### config.mk
export PLATFORM = sky130hd
export DESIGN_NAME = instr_sequencer
export DESIGN_NICKNAME = d
export VERILOG_FILES = /design/src/rtl/instr_sequencer.sv
export SDC_FILE = /design/constraint.sdc
export NUM_CORES = 1
export LEC_CHECK = 0
export CORE_MARGIN = 3
export CORE_UTILIZATION = 46
export DETAILED_ROUTE_END_ITERATION = 12
export PLACE_DENSITY = 0.79
export SLEW_MARGIN = 20
export SYNTH_ARGS = -nofsm -noshare
export SYNTH_HDL_FRONTEND = slang
export SYNTH_SLANG_ARGS = --single-unit
### constraint.sdc
create_clock -name clk -period 2.8 [get_ports clk]
set_input_delay 0.28 -clock clk [delete_from_list [all_inputs] [get_ports clk]]
set_output_delay 0.28 -clock clk [all_outputs]
set_load 0.005 [all_outputs]
### src/rtl/instr_sequencer.sv
// Multi-cycle instruction sequencer: fetch, decode, execute, memory and writeback control.
// Holds the pc, instruction register, retired-instruction counter and an absorbing trap state.
module instr_sequencer #(
  parameter logic [31:0] RESET_PC = 32'h0000_0000
) (
  input  logic        clk,
  input  logic        resetn,
  output logic        imem_req,
  output logic [31:0] imem_addr,
  input  logic        imem_ack,
  input  logic [31:0] imem_rdata,
  output logic [31:0] ir,
  input  logic [6:0]  opcode,
  input  logic        dec_rg_we,
  input  logic [31:0] imm,
  input  logic [31:0] rs1_val,
  input  logic        branch_taken,
  output logic        dmem_req,
  output logic        dmem_we,
  input  logic        dmem_ack,
  output logic        rf_we,
  output logic [31:0] pc,
  output logic [2:0]  state,
  output logic        illegal,
  output logic [31:0] instret
);

  localparam int unsigned XLEN  = 32;
  localparam int unsigned OPC_W = 7;

  typedef enum logic [2:0] {
    S_FETCH  = 3'd0,
    S_DECODE = 3'd1,
    S_EXEC   = 3'd2,
    S_MEM    = 3'd3,
    S_WB     = 3'd4,
    S_TRAP   = 3'd5
  } state_e;

  localparam logic [OPC_W-1:0] OP_LUI    = 7'b0110111;
  localparam logic [OPC_W-1:0] OP_AUIPC  = 7'b0010111;
  localparam logic [OPC_W-1:0] OP_JAL    = 7'b1101111;
  localparam logic [OPC_W-1:0] OP_JALR   = 7'b1100111;
  localparam logic [OPC_W-1:0] OP_BRANCH = 7'b1100011;
  localparam logic [OPC_W-1:0] OP_LOAD   = 7'b0000011;
  localparam logic [OPC_W-1:0] OP_STORE  = 7'b0100011;
  localparam logic [OPC_W-1:0] OP_OPIMM  = 7'b0010011;
  localparam logic [OPC_W-1:0] OP_OP     = 7'b0110011;
  localparam logic [OPC_W-1:0] OP_FENCE  = 7'b0001111;
  localparam logic [OPC_W-1:0] OP_SYSTEM = 7'b1110011;

  state_e          state_q, state_d;
  logic [XLEN-1:0] pc_q, pc_d;
  logic [XLEN-1:0] ir_q, ir_d;
  logic [XLEN-1:0] instret_q, instret_d;
  logic [XLEN-1:0] next_pc_q, next_pc_d;
  logic            illegal_q, illegal_d;

  logic            op_legal;
  logic            op_mem;
  logic            op_nop;
  logic [XLEN-1:0] seq_pc;
  logic [XLEN-1:0] rel_pc;
  logic [XLEN-1:0] jalr_pc;
  logic [XLEN-1:0] exec_pc;

  // Opcode classification of the instruction currently held in ir
  always_comb begin
    op_legal = 1'b0;
    case (opcode)
      OP_LUI, OP_AUIPC, OP_JAL, OP_JALR, OP_BRANCH, OP_LOAD,
      OP_STORE, OP_OPIMM, OP_OP, OP_FENCE, OP_SYSTEM: op_legal = 1'b1;
      default:                                         op_legal = 1'b0;
    endcase
  end

  assign op_mem = (opcode == OP_LOAD) || (opcode == OP_STORE);
  assign op_nop = (opcode == OP_FENCE) || (opcode == OP_SYSTEM);

  // Successor pc; all adds wrap modulo 2^32
  always_comb begin
    seq_pc  = pc_q + XLEN'(4);
    rel_pc  = pc_q + imm;
    jalr_pc = (rs1_val + imm) & ~XLEN'(1);
    case (opcode)
      OP_JAL:    exec_pc = rel_pc;
      OP_JALR:   exec_pc = jalr_pc;
      OP_BRANCH: exec_pc = branch_taken ? rel_pc : seq_pc;
      default:   exec_pc = seq_pc;
    endcase
  end

  // Next-state logic
  always_comb begin
    state_d   = state_q;
    pc_d      = pc_q;
    ir_d      = ir_q;
    instret_d = instret_q;
    next_pc_d = next_pc_q;
    illegal_d = illegal_q;

    case (state_q)
      S_FETCH: begin
        if (imem_ack) begin
          ir_d    = imem_rdata;
          state_d = S_DECODE;
        end
      end
      S_DECODE: begin
        state_d = op_legal ? S_EXEC : S_TRAP;
      end
      S_EXEC: begin
        next_pc_d = exec_pc;
        if (exec_pc[1]) begin
          state_d = S_TRAP;
        end else if (op_mem) begin
          state_d = S_MEM;
        end else begin
          state_d = S_WB;
        end
      end
      S_MEM: begin
        if (dmem_ack) begin
          state_d = S_WB;
        end
      end
      S_WB: begin
        pc_d      = next_pc_q;
        instret_d = instret_q + XLEN'(1);
        state_d   = S_FETCH;
      end
      S_TRAP: begin
        state_d = S_TRAP;
      end
      default: begin
        state_d = S_TRAP;
      end
    endcase

    if (state_d == S_TRAP) begin
      illegal_d = 1'b1;
    end
  end

  always_ff @(posedge clk or negedge resetn) begin
    if (!resetn) begin
      state_q   <= S_FETCH;
      pc_q      <= RESET_PC;
      ir_q      <= '0;
      instret_q <= '0;
      next_pc_q <= '0;
      illegal_q <= 1'b0;
    end else begin
      state_q   <= state_d;
      pc_q      <= pc_d;
      ir_q      <= ir_d;
      instret_q <= instret_d;
      next_pc_q <= next_pc_d;
      illegal_q <= illegal_d;
    end
  end

  // Reset parks the FSM in FETCH, so the fetch request is gated until reset releases
  assign imem_req  = resetn && (state_q == S_FETCH);
  assign imem_addr = pc_q;
  assign dmem_req  = (state_q == S_MEM);
  assign dmem_we   = (state_q == S_MEM) && (opcode == OP_STORE);
  assign rf_we     = (state_q == S_WB) && dec_rg_we && !op_nop;
  assign ir        = ir_q;
  assign pc        = pc_q;
  assign state     = state_q;
  assign illegal   = illegal_q;
  assign instret   = instret_q;

endmodule

==> flow_summary.yaml <==
route:
  drt_drc_violations_left: 0
  drt_iter0_markers: 839
  wire_per_inst_microns: 18.8
  vias: 9813
  viasPerCell: 5.75
  ant_nets: 0
  drt_wl_total_microns: 32200
  drt-pass1-iter-count: 7
power_and_ir_drop:
  p_int_mw: 7.23
  switching_share_pct: 36.6
  p_seq_share_pct: 25.1
  comb_power_share_pct: 54.4
  total_power_mw: 11.4
  powerDensity_nw_per_um2: 793
  power_leakage_nw: 6.18
  clockPowerShare_pct: 20.5
  power.switching_mw: 4.18
  vdd_drop_max_mv: 0.357
finish:
  regArea_sq_um: 3300
  multi_input_area_sq_um: 6180
  nFillCells: 1513
  final_cell_area_sq_um: 14400
  layout.cells.non_filler: 1706
  antenna_cells: 0
  nNetsFinal: 1597
  areaGrowthSynthToFinish_pct: 49.0
  layout-drive-gt1-share_pct: 24.9
worst_setup_path:
  regToRegEndpoint: "next_pc_q[16]"
  reg2reg_slack_ns: -0.03
  worstPathCellList: "buf_6, fa_2, a211oi_2, o211ai_1, and3_4, or2_4, a21o_1, a21oi_2, xnor2_1, a222oi_1, o21ai_1"
  critPathMaxStageDelay_ns: 0.43
  cp-end-kind: "register"
  path_buf_inv: 1
  worst_r2r_startpoint: "imem_addr[1]"
  critical_path_class: "reg2reg"
  critical_path_required_ns: 3.06
  arrival_ns: 3.09
  worstRegToRegCells: 11
  slowest_stage: "dfrtp_1"
  start_kind: "register"
  cp_top_family: "compound AO/OA/AOI/OAI gates"
  critPathMaxFanout: 3
synthesis:
  ys_warn_count: 0
  synth-seq-cells: 132
  syn_avg_cell_area_sq_um: 9.30
  synthTopCellsByArea: "dfrtp_1 34%, ha_1 8.2%, mux2_2 7.8%, xnor2_1 5.7%, xor2_1 3.9%"
  ys_async_sr_fraction_pct: 100
  yosys.area.top_type: "dfrtp_1"
  synth_top_area_share_pct: 34.2
  synth_area_sq_um: 9660
  syn-num-nets: 1212
  synth_ff_type: "dfrtp_1"
  netlist_instances: 1038
  synth-edff-count: 0
  synth_cell_types: 79
  seq_area_frac_synth_pct: 34.2
floorplanning:
  die_h_microns: 151
  fp-row-count: 52
  core_area_sq_um: 20400
  io_pins: 245
  dieArea_sq_um: 22800
  die_width_microns: 151
  initial_core_util_pct: 47.3
clock_network:
  clock_latency_ns: 0.42
  cts_sinks: 132
  clockRootBuffer: "clkbuf_16"
  clkTransAtPathRegs_ns: 0.07
  cts_tree: "built"
  clockBufferDepth: 2
  cts_made_buffers: 17
  htree_levels: 4
outcome:
  status: "finished, violations left"
  violations: "negative setup slack"
timing:
  max_slew.worst_pin.slew_ns: 1.03
  fmax_mhz: 354
  setup_violations: 5
  timing.final.crit_share_pct: 101
  hold_viol: 0
  slew_violations: 0
  setup_slack_ns: -0.0284
  rsz0062_at_grt: "yes"
  slew_headroom_pct: 31.1
  setup_tns_ns: -0.0813
  clock_skew_ns: 0.0102
  finalCriticalPeriod_ns: 2.83
placement:
  place_ws_ns: -0.654
  io_buffers: 244
  placedCellCount: 1664
  finalWeightedCongestion: 0.935
  post-dp-hpwl_microns: 23600
  postPlaceCellArea_sq_um: 13400
worst_hold_path:
  hp-class: "in2async"
global_route:
  grt_usage_pct: 27.0
  grt_pass1_wl_microns: 48900
  grt-ovfl-total: 0
  antenna_found_initial: 0
  grt_max_degree: 63
  grt_pass1_vias: 9538
run:
  cap_violations: 0
repair_timing:
action | in CTS | in global routing
setup buffers | 4 | 6
setup endpoints to repair | 15 | 20
endpoints found under the hold margin | 28 | 0
hold buffers | 1 | 0
gates resized for setup | 17 | 48
pin swaps | 25 | 39
registers in the layout, indices dropped and copies added (netlist names):
signal     flops
illegal        1
imem_addr     32
instret       32
ir            32
next_pc_q     32
state          3
logic make-up (layout without fill, tap and decap cells):
| group | count (synthesis) | after routing | share of synthesized area [%] |
|---|---|---|---|
| xor+xnor | 106 | 106 | 9.61 |
| buf+inv | 86 | 484 | 4.88 |
| mux | 71 | 71 | 8.23 |
| simple gates | 306 | 306 | 15.6 |
| compound gates | 272 | 272 | 18.9 |
| fa+ha+maj | 65 | 65 | 8.58 |
| flops | 132 | 132 | 34.2 |
layout make-up:
cell class / instances / area share, %
clock buffers: 17 / 2.96
repair buffers: 433 / 27.0
inverters: 19 / 0.496
clock inverters: 15 / 1.31
well taps: 270 / 2.35
flip-flops and latches: 132 / 23.0
multi-input cells: 820 / 42.9
power by group through the flow:
stage                     Sequential [mW]  Combinational [mW]  Clock [mW]
after detailed placement             2.89                5.83           0
after CTS                            2.86                5.96        2.37
final                                2.86                6.21        2.34
after global placement               2.86                5.70           0
after global routing                 2.93                6.69        2.47
after floorplan                      2.93                3.06           0
worst max path at each step:
| stage | slack (ns) | to | from | depth (start not counted) |
|---|---|---|---|---|
| 6_report | -0.03 | next_pc_q[16] | imem_addr[1] | 11 |
| 5_1_grt | -0.13 | next_pc_q[29] | imem_addr[1] | 10 |
| 4_1_cts | -0.1 | next_pc_q[29] | imem_addr[1] | 10 |
| 3_5_place_dp | -0.65 | next_pc_q[30] | imm[0] | 14 |
| 3_3_place_gp | -0.60 | next_pc_q[30] | imm[0] | 14 |
| 2_1_floorplan | 0.02 | next_pc_q[25] | imem_addr[1] | 10 |
synthesized netlist by cell type, types with 4 or more instances:
cell type and instances:
nand2b_1 7, dfrtp_1 132, a31oi_1 10, o22ai_1 13, o211ai_1 10, nand2_1 98
a222oi_1 7, nor3_1 13, inv_1 19, mux2_2 67, and4_1 7, buf_4 32
o21a_1 7, a21boi_0 5, a221oi_1 7, a211oi_1 10, or2_2 4, nand4_1 15
a41oi_1 4, a21o_1 24, xnor2_1 63, xor2_1 43, and3_1 13, nor2_1 66
mux2i_1 4, o21bai_1 7, ha_1 63, nor2b_1 4, nand3_1 38, a21oi_1 73
o21ai_0 55, or3_1 7, clkbuf_1 30, and2_1 11
metrics by stage:
stage	utilization (%)	hold WS [ns]
finish	70.4	0.288
global route	70.4	0.303
CTS	69.2	0.296
detailed placement	65.7	0.179
global placement	65.7	0.175
floorplan	-	-0.0156
metal layers:
layer | GRT usage, % | share of wire, % | vias up
met1 | 35.2 | 41 | 4694
li1 | - | - | 4557
met5 | 0 | 0 | -
met2 | 45.0 | 47 | 491
met4 | 8.93 | 2.5 | 0
met3 | 5.60 | 9.5 | 71
cells in the final DEF, fill, tap and decap left out, types with 9 or more instances in the layout:
master           instances
dfrtp_1                132
a21oi_1                 67
o21ai_1                 11
inv_1                   19
xnor2_1                 63
a31oi_1                 10
mux2_2                  66
nand4_1                 15
clkdlybuf4s50_1        238
o21ai_0                 44
nor3_1                  12
ha_1                    56
a21oi_2                  9
a21o_1                  24
nand2_1                 98
nand3_1                 37
and2_1                   9
nor2_1                  64
clkbuf_16               17
o22ai_1                 11
o211ai_1                10
and3_1                  12
buf_4                  186
xor2_1                  42
Note: power is estimated with default switching activity, not from simulation.
